**src/rtl/lc4_muldiv_seq_if.sv**
```systemverilog
// rtl/lc4_muldiv_seq_if.sv - launch/result handshake between pipeline control and the MUL/DIV/MOD sequencer
interface lc4_muldiv_seq_if #(
    parameter int WORD_SIZE = 16
);
    logic                 i_start;
    logic [1:0]           i_op;
    logic [WORD_SIZE-1:0] i_r1data;
    logic [WORD_SIZE-1:0] i_r2data;
    logic                 i_flush;
    logic                 o_busy;
    logic                 o_done;
    logic [WORD_SIZE-1:0] o_result;

    modport master (
        output i_start, i_op, i_r1data, i_r2data, i_flush,
        input  o_busy, o_done, o_result
    );

    modport slave (
        input  i_start, i_op, i_r1data, i_r2data, i_flush,
        output o_busy, o_done, o_result
    );
endinterface

```
**src/rtl/lc4_muldiv_seq.sv**
```systemverilog
// rtl/lc4_muldiv_seq.sv - iterative LC4 MUL/DIV/MOD sequencer over one shared adder/subtractor
module lc4_muldiv_seq #(
    parameter int WORD_SIZE = 16
) (
    input logic                clk,
    input logic                rst,
    lc4_muldiv_seq_if.slave    bus
);
    localparam int W  = WORD_SIZE;
    localparam int CW = $clog2(WORD_SIZE + 1);

    localparam logic [1:0] ST_IDLE = 2'd0;
    localparam logic [1:0] ST_RUN  = 2'd1;
    localparam logic [1:0] ST_DONE = 2'd2;

    localparam logic [1:0] OP_MUL = 2'b00;
    localparam logic [1:0] OP_DIV = 2'b01;
    localparam logic [1:0] OP_RSV = 2'b11;

    logic [1:0]    state_q, state_d;
    logic [1:0]    op_q, op_d;
    logic [CW-1:0] count_q, count_d;
    logic [W-1:0]  a_q, a_d;
    logic [W-1:0]  b_q, b_d;
    logic [W-1:0]  acc_q, acc_d;
    logic [W-1:0]  result_q, result_d;

    logic [W-1:0]  rem_shift, add_x, add_y;
    logic          add_sub;
    logic [W:0]    add_out;
    logic          no_borrow;
    logic [W-1:0]  acc_n, a_n, b_n, fin;
    logic          launch, start_ok;

    // MUL: acc accumulates a (shifted left) while b is consumed LSB-first.
    // DIV/MOD: acc is the partial remainder, a shifts dividend bits out the top and quotient bits in the bottom.
    always_comb begin
        rem_shift = {acc_q[W-2:0], a_q[W-1]};
        if (op_q == OP_MUL) begin
            add_x   = acc_q;
            add_y   = b_q[0] ? a_q : '0;
            add_sub = 1'b0;
        end else begin
            add_x   = rem_shift;
            add_y   = b_q;
            add_sub = 1'b1;
        end
        add_out = add_sub ? ({1'b0, add_x} - {1'b0, add_y})
                          : ({1'b0, add_x} + {1'b0, add_y});
        // The bit shifted out of acc is the 17th bit of the shifted remainder; when set the subtract cannot borrow.
        no_borrow = acc_q[W-1] | ~add_out[W];

        if (op_q == OP_MUL) begin
            acc_n = add_out[W-1:0];
            a_n   = a_q << 1;
            b_n   = b_q >> 1;
        end else begin
            acc_n = no_borrow ? add_out[W-1:0] : rem_shift;
            a_n   = {a_q[W-2:0], no_borrow};
            b_n   = b_q;
        end
        fin = (op_q == OP_DIV) ? a_n : acc_n;
    end

    always_comb begin
        state_d  = state_q;
        op_d     = op_q;
        count_d  = count_q;
        a_d      = a_q;
        b_d      = b_q;
        acc_d    = acc_q;
        result_d = result_q;
        start_ok = bus.i_start && !bus.i_flush;
        launch   = 1'b0;

        case (state_q)
            ST_IDLE: launch = start_ok;
            ST_RUN: begin
                if (bus.i_flush) begin
                    state_d = ST_IDLE;
                end else begin
                    acc_d   = acc_n;
                    a_d     = a_n;
                    b_d     = b_n;
                    count_d = count_q - CW'(1);
                    if (count_q == CW'(1)) begin
                        state_d  = ST_DONE;
                        result_d = fin;
                    end
                end
            end
            ST_DONE: begin
                launch  = start_ok;
                state_d = ST_IDLE;
            end
            default: state_d = ST_IDLE;
        endcase

        if (launch) begin
            if (bus.i_op == OP_RSV || (bus.i_op != OP_MUL && bus.i_r2data == '0)) begin
                state_d  = ST_DONE;
                result_d = '0;
            end else begin
                state_d = ST_RUN;
                op_d    = bus.i_op;
                a_d     = bus.i_r1data;
                b_d     = bus.i_r2data;
                acc_d   = '0;
                count_d = CW'(W);
            end
        end
    end

    always_ff @(posedge clk) begin
        if (rst) begin
            state_q  <= ST_IDLE;
            op_q     <= OP_MUL;
            count_q  <= '0;
            a_q      <= '0;
            b_q      <= '0;
            acc_q    <= '0;
            result_q <= '0;
        end else begin
            state_q  <= state_d;
            op_q     <= op_d;
            count_q  <= count_d;
            a_q      <= a_d;
            b_q      <= b_d;
            acc_q    <= acc_d;
            result_q <= result_d;
        end
    end

    assign bus.o_busy   = (state_q == ST_RUN);
    assign bus.o_done   = (state_q == ST_DONE);
    assign bus.o_result = result_q;
endmodule

```
**src/flat_wrapper.sv**
```systemverilog
// flat-port wrapper written by rule: the top's interface ports become plain ports
module lc4_muldiv_seq_flat 
#(
    parameter int WORD_SIZE = 16
)
  (clk, rst, bus_i_start, bus_i_op, bus_i_r1data, bus_i_r2data, bus_i_flush, bus_o_busy, bus_o_done, bus_o_result);
  lc4_muldiv_seq_if #(.WORD_SIZE(WORD_SIZE)) bus_i ();
  input logic clk;
  input logic rst;
  input wire logic [$bits(bus_i.i_start)-1:0] bus_i_start;
  input wire logic [$bits(bus_i.i_op)-1:0] bus_i_op;
  input wire logic [$bits(bus_i.i_r1data)-1:0] bus_i_r1data;
  input wire logic [$bits(bus_i.i_r2data)-1:0] bus_i_r2data;
  input wire logic [$bits(bus_i.i_flush)-1:0] bus_i_flush;
  output wire logic [$bits(bus_i.o_busy)-1:0] bus_o_busy;
  output wire logic [$bits(bus_i.o_done)-1:0] bus_o_done;
  output wire logic [$bits(bus_i.o_result)-1:0] bus_o_result;
  assign bus_i.i_start = bus_i_start;
  assign bus_i.i_op = bus_i_op;
  assign bus_i.i_r1data = bus_i_r1data;
  assign bus_i.i_r2data = bus_i_r2data;
  assign bus_i.i_flush = bus_i_flush;
  assign bus_o_busy = bus_i.o_busy;
  assign bus_o_done = bus_i.o_done;
  assign bus_o_result = bus_i.o_result;
  lc4_muldiv_seq #(.WORD_SIZE(WORD_SIZE)) u_core (.clk(clk), .rst(rst), .bus(bus_i));
endmodule
```
**config.mk**
```make
export PLATFORM = sky130hd
export DESIGN_NAME = lc4_muldiv_seq_flat
export DESIGN_NICKNAME = d
export VERILOG_FILES = /design/src/rtl/lc4_muldiv_seq_if.sv /design/src/rtl/lc4_muldiv_seq.sv /design/src/flat_wrapper.sv
export SDC_FILE = /design/constraint.sdc
export NUM_CORES = 1
export LEC_CHECK = 0
export BUFFER_PORTS_ARGS = -buffer_cell sky130_fd_sc_hd__buf_2
export CORE_ASPECT_RATIO = 1.4
export CORE_MARGIN = 2
export CORE_UTILIZATION = 50
export CTS_CLUSTER_SIZE = 16
export DETAILED_ROUTE_END_ITERATION = 6
export PLACE_DENSITY = 0.7
export SLEW_MARGIN = 5
export SYNTH_ARGS = -nofsm -noshare
export SYNTH_HDL_FRONTEND = slang
export SYNTH_SLANG_ARGS = --single-unit
export TNS_END_PERCENT = 1
```
**constraint.sdc**
```tcl
create_clock -name clk -period 7.2 [get_ports clk]
set_clock_uncertainty 0.05 [all_clocks]
set_input_delay 0.72 -clock clk [delete_from_list [all_inputs] [get_ports clk]]
set_output_delay 0.72 -clock clk [all_outputs]
set_load 0.05 [all_outputs]
```
==> reports/summary.txt, run 1 <==
Outcome - finished, final reports clean
Area occupied by multi-input gates - 3420 µm²
Initial antenna violation count - 0
Die W - 89.4 µm
Post-DP HPWL - 11900 µm
I/O Pins - 56
Number of CTS-inserted buffers - 9
Register Area - 1460 µm²
Initial Util - 0.516
Leakage - 2.37 nW
Setup TNS - 0 ps
Slowest-stage cell, CP - mux2i_4
Fin nets - 772
FP Rows - 43
Worst path cell trace - or2_1 -> buf_4 -> o21ai_0 -> ha_1 -> o211ai_1 -> or4_4 -> or3_1 -> nand3_1 -> o21ai_0 -> ha_1 -> nand2_1 -> o21ai_1 -> a32oi_1 -> nand3_1 -> mux2i_4 -> o311ai_1 -> a311oi_2
Vias/cell - 6.20
Global-route wire length before repair - 25300 µm
Synth Warn # - 0
Worst Setup Start Kind - register
Least-Margin Pin Slew - 1160 ps
DRT Pass-1 Iters - 6
CP Class - register to register
Worst Slack Setup Final - 1850 ps
Setup violators final - 0
Power Density - 205 nW/µm²
Synth Net Count - 749
RePlAce Congestion - 1.00
Worst EP arrival - 5560 ps
Clk sinks - 73
Sequential fraction of the synthesis area - 0.286
CP Capture Type - register
Final wirelength - 16300 µm
Clk Latency, worst-skew pair - 350 ps
Placement-stage cell area - 5390 µm²
Post_cts resized - 0
Postcts setup bufs - 0
Number of global-route vias before repair - 4911
Period utilization - 0.743
Routed Antenna Nets - 0
Root buffer cell - clkbuf_16
Total gr overflow - 0
Share of layout cells above drive strength 1 - 0.132
Synth Instances - 691
Post-Syn Area - 5100 µm²
Per-cell routed wire length - 19.1 µm
Mean Syn Cell Area - 7.39 µm²
Post-synthesis sequential element count - 73
Layout area overhead - 12.0%
Async set or reset register ratio after synthesis - 0
Min-delay worst type - register to register
Die Area - 11000 µm²
CTS Hold Bufs - 0
Via Count - 5299
CTS Buffer Depth - 2
Total GRT Usage - 0.303
Largest net degree at the start of global routing - 67
Dpl ws - 1910 ps
Die Height - 124 µm
H-tree depth - 3
Worst path max stage delay - 640 ps
Fmax - 187 MHz
Maximum vdd drop - 173 µV
Crit Path Max Fanout - 39
Clock Pin Slew Worst Setup and Hold Paths - 70 ps
Commonest cells after routing, fill and taps aside - nand2_1 (138), dfxtp_1 (73), nor2_1 (68)
PortBufs - 55
Main flop type after synthesis - dfxtp_1
Most common cell after layout, fill and taps aside - nand2_1
CP required - 7410 ps
Initial DRC Count - 557
Final Max Tran Viols - 0
CTS tree - yes
Final number of hold-violating endpoints - 0
# diodes - 0
Fin crit period - 5350 ps
Max cap viols - 0
Final instance area - 5720 µm²
Number of fill cells - 977
Drc violations - 0
Post-synthesis cell type count - 65
Core Box Area - 9900 µm²
RSZ-0062 raised after global routing - no
Post-synth EDFFs - 0
Slew headroom - 0.225
-- worst paths after layout --
path / start / end / slack [ps] / cells past startpoint
worst min register to register: u_core.bus.o_result[9]$_SDFF_PP0_ / u_core.bus.o_result[9]$_SDFF_PP0_ / 410 / 2
worst max-delay path: u_core.op_q[0]$_SDFFE_PP0P_ / u_core.acc_q[13]$_SDFF_PP0_ / 1850 / 17
worst min-delay path: u_core.bus.o_result[9]$_SDFF_PP0_ / u_core.bus.o_result[9]$_SDFF_PP0_ / 410 / 2
worst max register to register: u_core.op_q[0]$_SDFFE_PP0P_ / u_core.acc_q[13]$_SDFF_PP0_ / 1850 / 17
-- per-stage QoR --
stage	hold slack (ps)	power, mW	std cells	utilization
floorplan	423	0.612	691	-
global placement	398	0.673	838	0.545
detailed placement	402	0.677	838	0.545
CTS	411	1.17	854	0.578
global route	455	1.21	854	0.578
finish	407	1.17	854	0.578
-- where the power goes --
group	total [mW]	leakage (nW)	internal (mW)	switching [mW]
Combinational	0.220	1.61	0.0859	0.134
Clock	0.501	0.161	0.307	0.194
Sequential	0.453	0.594	0.421	0.0323
-- sequential cells by signal, summed over array words and instances (netlist names) --
register	cells
u_core.a_q	16
u_core.acc_q	16
u_core.b_q	16
u_core.bus.o_result	16
u_core.count_q	5
u_core.op_q	2
u_core.state_q	2
-- area by class of cell --
cell class | instances | share of cell area
Multi-Input combinational cell | 562 | 0.598
Sequential cell | 73 | 0.256
Timing Repair Buffer | 60 | 0.0547
Clock buffer | 9 | 0.0394
Tap cell | 135 | 0.0295
Clock inverter | 7 | 0.0175
Inverter | 8 | 0.00525
-- metal layers --
metal | routed length (µm) | track usage
met5 | 0 | 0
met4 | 873 | 0.169
met3 | 821 | 0.0481
met2 | 8090 | 0.503
met1 | 6560 | 0.367
-- worst max-delay path: cells and delay by family, from the launching register on --
kind / cells / cell delay, ps
AND/OR/NAND/NOR: 6 / 1700
AO/OA/AOI/OAI: 7 / 1630
adder cells (fa/ha/maj): 2 / 570
flip-flops: 1 / 430
multiplexers: 1 / 640
buffers and inverters: 1 / 240
-- synthesized netlist by cell type (10+ instances only) --
cell type	n	area, µm²
nand2_1	138	518
o21ai_0	43	215
o211ai_1	14	105
nand2b_1	10	62.6
ha_1	19	238
a311oi_1	31	272
nor2_1	69	259
nand3_1	36	180
nor3_1	12	60.1
dfxtp_1	73	1460
mux2i_1	22	220
a21oi_1	32	160
xnor2_1	17	149
clkbuf_1	36	135
-- cells by family (layout without fill, tap and decap cells) --
logic type / count (synthesis) / after routing / share of synthesized area
compound gates: 169 / 169 / 0.224
xor+xnor: 26 / 26 / 0.0446
fa+ha+maj: 21 / 21 / 0.0525
buf+inv: 56 / 84 / 0.0468
flops: 73 / 73 / 0.286
mux: 25 / 25 / 0.0527
simple gates: 321 / 321 / 0.293
No activity file was read; power rests on OpenSTA's default activity.
==> inputs of run 2 (changes only) <==
PLACE_DENSITY = 0.72   (was 0.7)
clock period = 4.3 ns   (was 7.2 ns; I/O delays follow)
==> run 2 against run 1 <==
Effect of this change: count of clock-buffer cells in the layout rose by 1; via count is 5.2% higher; sequential power is 66% higher; die area is the same; setup slack worse by 1800 ps; flip-flop and latch count is the same; clock power is 52% higher; core utilization grew 5.3 points; critical endpoint is now u_core.acc_q[9]$_SDFF_PP0_; first-iteration DRC count down 10%; highest routed layer unchanged; cell count increased by 5.6%; power grew 68%.
==> reports/summary.txt, run 2 (synthesis results as in run 1) <==
Outcome - finished, final reports clean
Power Density - 316 nW/µm²
Maximum vdd drop - 348 µV
Fin crit period - 4230 ps
Final number of hold-violating endpoints - 0
Setup TNS - 0 ps
Per-cell routed wire length - 19.0 µm
Leakage - 2.66 nW
Crit Path Max Fanout - 5
Die Height - 124 µm
Final wirelength - 17200 µm
Routed Antenna Nets - 0
Initial Util - 0.516
Min-delay worst type - input port to register
Worst EP arrival - 4440 ps
Drc violations - 0
Met1 usage - 0.384
Worst Reg-to-Reg Cells - 14
CP required - 4500 ps
PortBufs - 55
Clk Latency, worst-skew pair - 350 ps
Layout area overhead - 22.2%
Worst Setup SP - u_core.op_q[0]$_SDFFE_PP0P_
CP Capture Type - register
Met2 GRT Util - 0.514
Die W - 89.4 µm
RSZ-0062 raised after global routing - yes
Most common cell after layout, fill and taps aside - nand2_1
Initial DRC Count - 500
Clock Pin Slew Worst Setup and Hold Paths - 60 ps
Worst Setup Start Kind - register
FP Rows - 43
H-tree depth - 3
Clk sinks - 73
Share of layout cells above drive strength 1 - 0.222
Via Count - 5574
GR met3 Demand/Resource - 0.0621
Initial antenna violation count - 0
Least-Margin Pin Slew - 998 ps
Max cap viols - 0
Hold Startpoint - bus_i_op[0]
# diodes - 0
Period utilization - 0.984
R2R Path End - u_core.acc_q[9]$_SDFF_PP0_
CTS Buffer Depth - 2
Total GRT Usage - 0.319
Vias/cell - 6.18
Final Max Tran Viols - 0
Post-DP HPWL - 12600 µm
Largest net degree at the start of global routing - 70
Setup crit end - u_core.acc_q[9]$_SDFF_PP0_
Number of global-route vias before repair - 5180
FF-to-FF setup slack - 70 ps
Final core area utilization - 0.630
Fin nets - 820
FF-to-FF Start - u_core.op_q[0]$_SDFFE_PP0P_
Commonest cells after routing, fill and taps aside - nand2_1 (137), dfxtp_1 (71), nor2_1 (67)
I/O Pins - 56
Total gr overflow - 0
Number of CTS-inserted buffers - 9
CTS Hold Bufs - 0
Core Box Area - 9900 µm²
Global route hottest layer - met2
Slew headroom - 0.333
RePlAce Congestion - 0.957
Global-route wire length before repair - 26700 µm
Setup violators final - 0
Root buffer cell - clkbuf_16
CTS tree - yes
DRT Pass-1 Iters - 6
CP Class - register to register
Die Area - 11000 µm²
Fmax - 236 MHz
run 2: worst min path at each step:
stage / to / slack [ps] / cells past startpoint
2_1_floorplan: u_core.acc_q[2]$_SDFF_PP0_ / 420 / 2
3_3_place_gp: u_core.bus.o_result[13]$_SDFF_PP0_ / 400 / 2
3_5_place_dp: u_core.bus.o_result[9]$_SDFF_PP0_ / 420 / 2
4_1_cts: u_core.op_q[0]$_SDFFE_PP0P_ / 310 / 3
5_1_grt: u_core.a_q[12]$_SDFF_PP0_ / 320 / 3
6_report: u_core.op_q[0]$_SDFFE_PP0P_ / 310 / 3
run 2: layout make-up:
type,count,area (µm²)
Multi-Input combinational cell,562,3590
Clock buffer,10,229
Sequential cell,73,1470
Fill cell,916,3660
Inverter,8,30.0
Clock inverter,6,68.8
Tap cell,135,169
Timing Repair Buffer,108,689
run 2: metrics by stage:
stage               instances  hold WS [ps]  total power [mW]  cell area (µm²)  worst slack [ps]
CTS                       898           307              1.95             6110              5.24
detailed placement        882           422              1.19             5810             -19.9
finish                    902           310              1.97             6240              68.9
global placement          882           398              1.18             5810               115
floorplan                 691           423              1.04             5200             -66.1
global route              902           317              2.04             6240             -54.3
run 2: per-layer routing:
layer  vias to the layer above  wire, µm  part of all wire
li1                       2650         -                 -
met1                      2614      6780              0.39
met2                       242      8330              0.49
met3                        68       982             0.057
met4                         0      1090             0.063
met5                         -         0                 0
run 2: power by group:
group	internal, mW	switching (mW)	total, mW
registers	0.705	0.0456	0.750
logic	0.200	0.257	0.458
clock network	0.451	0.312	0.764
total	1.36	0.615	1.97
run 2: critical path, stage by stage, from the launching register on:
cell	delay (ps)
dfxtp_4	350
or2_4	280
a22o_4	260
or2_4	230
or3_4	360
or3_4	380
xnor2_1	130
mux2i_1	240
ha_1	330
a21o_1	210
a32oi_2	190
nand3_2	160
mux2_4	350
or3_4	370
a311oi_2	250
run 2: repair_timing:
action,CTS,global route
pin swaps,1,11
gates resized for setup,2,27
buffers inserted,0,4
setup endpoints to repair,6,33
==> inputs of run 3 (changes only) <==
ABC_AREA = 1   (was unset)
GPL_TIMING_DRIVEN = 0   (was unset)
==> run 3 against run 2 <==
Effect of this change: flip-flop and latch count is the same; clock power grew 8.6%; maximum frequency grew 5.5%; worst hold slack lost 40 ps.
==> reports/summary.txt, run 3 <==
Outcome - finished, final reports clean
GR met3 Demand/Resource - 0.0484
FP Rows - 43
Fin Hold WS - 270 ps
Post-synthesis cell type count - 43
Synth Instances - 805
Total GRT Usage - 0.292
Layout area overhead - 18.1%
Slowest-stage cell, CP - dfxtp_2
CP Capture Type - register
Final Max Tran Viols - 0
Die W - 89.6 µm
Synth Net Count - 863
CTS Buffer Depth - 2
RSZ-0062 raised after global routing - yes
Global-route wire length before repair - 24800 µm
Power Density - 327 nW/µm²
Via Count - 5646
CTS Hold Bufs - 0
Met2 GRT Util - 0.523
Main flop type after synthesis - dfxtp_1
Die Height - 124 µm
Async set or reset register ratio after synthesis - 0
DRT Pass-1 Iters - 5
Most common cell after layout, fill and taps aside - nand2_1
Area contributors post-synth - dfxtp_1 (28%), nand2_1 (15%), o21ai_0 (7.9%)
Die Area - 11100 µm²
Period utilization - 0.933
Vias/cell - 5.54
Internal power - 1.36 mW
Clock power share - 0.419
Final instance area - 6060 µm²
Clk sinks - 73
Number of global-route vias before repair - 5206
Post-Syn Area - 5130 µm²
Synth cell count leaders - nand2_1 (206), inv_1 (94), o21ai_0 (81), dfxtp_1 (73), nand3_1 (71)
RePlAce Congestion - 0.940
I/O Pins - 56
Commonest cells after routing, fill and taps aside - nand2_1 (203), inv_1 (94), o21ai_0 (81)
Core Box Area - 9950 µm²
CP required - 4520 ps
CTS tree - yes
Worst Slack Setup Final - 288 ps
Final number of hold-violating endpoints - 0
Clk Latency, worst-skew pair - 340 ps
Routed Antenna Nets - 0
Final wirelength - 15900 µm
Post-synth EDFFs - 0
Post-Layout Cell Count - 1019
Maximum vdd drop - 309 µV
Setup violators final - 0
Met1 usage - 0.341
Initial Util - 0.516
Fin crit period - 4010 ps
Switching Fraction - 0.311
H-tree depth - 3
CP Class - register to register
Fmax - 249 MHz
Worst EP arrival - 4230 ps
# diodes - 0
Initial antenna violation count - 0
Global route hottest layer - met2
Placement-stage cell area - 5580 µm²
Net load switching power - 0.617 mW
Min-delay worst type - input port to register
Number of fill cells - 975
Drc violations - 0
Number of CTS-inserted buffers - 9
Share of layout cells above drive strength 1 - 0.153
Cell count after placement - 995
Synth area leader - dfxtp_1
Total gr overflow - 0
Worst Setup Start Kind - register
Crit Path Max Fanout - 10
Mean Syn Cell Area - 6.37 µm²
Worst path max stage delay - 340 ps
PortBufs - 55
Post-synthesis sequential element count - 73
Sequential fraction of the synthesis area - 0.285
Slew headroom - 0.627
Synth top area share - 0.285
Clock Pin Slew Worst Setup and Hold Paths - 60 ps
Synth Warn # - 0
Largest net degree at the start of global routing - 15
Least-Margin Pin Slew - 559 ps
Final core area utilization - 0.609
Most frequent cell after synthesis - nand2_1
Max cap viols - 0
Fin nets - 937
Sequential power share - 0.371
Dpl ws - -156 ps
Root buffer cell - clkbuf_16
Per-cell routed wire length - 15.6 µm
Comb pwr share - 0.210
Post-DP HPWL - 12500 µm
Total power - 1.98 mW
Initial DRC Count - 348
Setup TNS - 0 ps
Leakage - 2.91 nW
[run 3: cell count changes after synthesis, sizes merged, moves of 10 or more]
cell and change:
nand3 +45, a311oi -34, xnor2 -11, o21ai +41, nor2 -24, nand2b -10, mux2i -23, inv +90
nand2 +75, a21oi +26
[run 3: layout make-up]
type	count	area (µm²)	share of cell area
sequential	73	1460	0.242
timing repair buffer	63	335	0.0553
clock inverter	7	103	0.0169
multi-input combinational	591	3190	0.527
inverter	100	377	0.0621
clock buffer	9	225	0.0372
tap	135	169	0.0279
buffer	41	195	0.0322
[run 3: power by group through the flow]
| stage | Clock, mW | Sequential [mW] | Combinational (mW) |
|---|---|---|---|
| global placement | 0 | 0.748 | 0.375 |
| floorplan | 0 | 0.740 | 0.274 |
| global route | 0.864 | 0.738 | 0.457 |
| CTS | 0.837 | 0.734 | 0.388 |
| finish | 0.830 | 0.735 | 0.416 |
| detailed placement | 0 | 0.749 | 0.382 |
[run 3: what timing repair did]
| action | in CTS | in global routing |
|---|---|---|
| pin swaps | 1 | 6 |
| buffers inserted | 2 | 6 |
| gates resized for setup | 4 | 16 |
| endpoints found under the setup margin | 26 | 33 |
[run 3: worst paths after layout]
path | from | to | slack (ps) | depth (start not counted)
worst min-delay path | rst | u_core.state_q[0]$_SDFFE_PP0P_ | 270 | 2
worst max register to register | u_core.op_q[0]$_SDFFE_PP0P_ | u_core.bus.o_result[7]$_SDFF_PP0_ | 290 | 28
worst min register to register | u_core.bus.o_result[11]$_SDFF_PP0_ | u_core.bus.o_result[11]$_SDFF_PP0_ | 410 | 2
worst max-delay path | u_core.op_q[0]$_SDFFE_PP0P_ | u_core.bus.o_result[7]$_SDFF_PP0_ | 290 | 28
[run 3: kinds of logic after synthesis]
logic type,count (synthesis),share of synthesized area
and+or+nand+nor,363,0.321
buffers and inverters,141,0.109
AOI/OAI and AO/OA,193,0.209
adders and majority gates,20,0.0502
DFF,73,0.285
xor gates and xnor gates,15,0.0256
[run 3: metal layers]
layer,share of wire,wire [µm]
met4,0.030,478
met5,0,0
met3,0.045,715
met1,0.40,6370
met2,0.52,8290
[run 3: worst max-delay path: cells and delay by family (launching register included)]
kind	cells	cell delay, ps
simple gates	16	1930
buf+inv	5	590
compound gates	4	430
fa+ha+maj	2	420
flops	1	340
xor+xnor	1	170
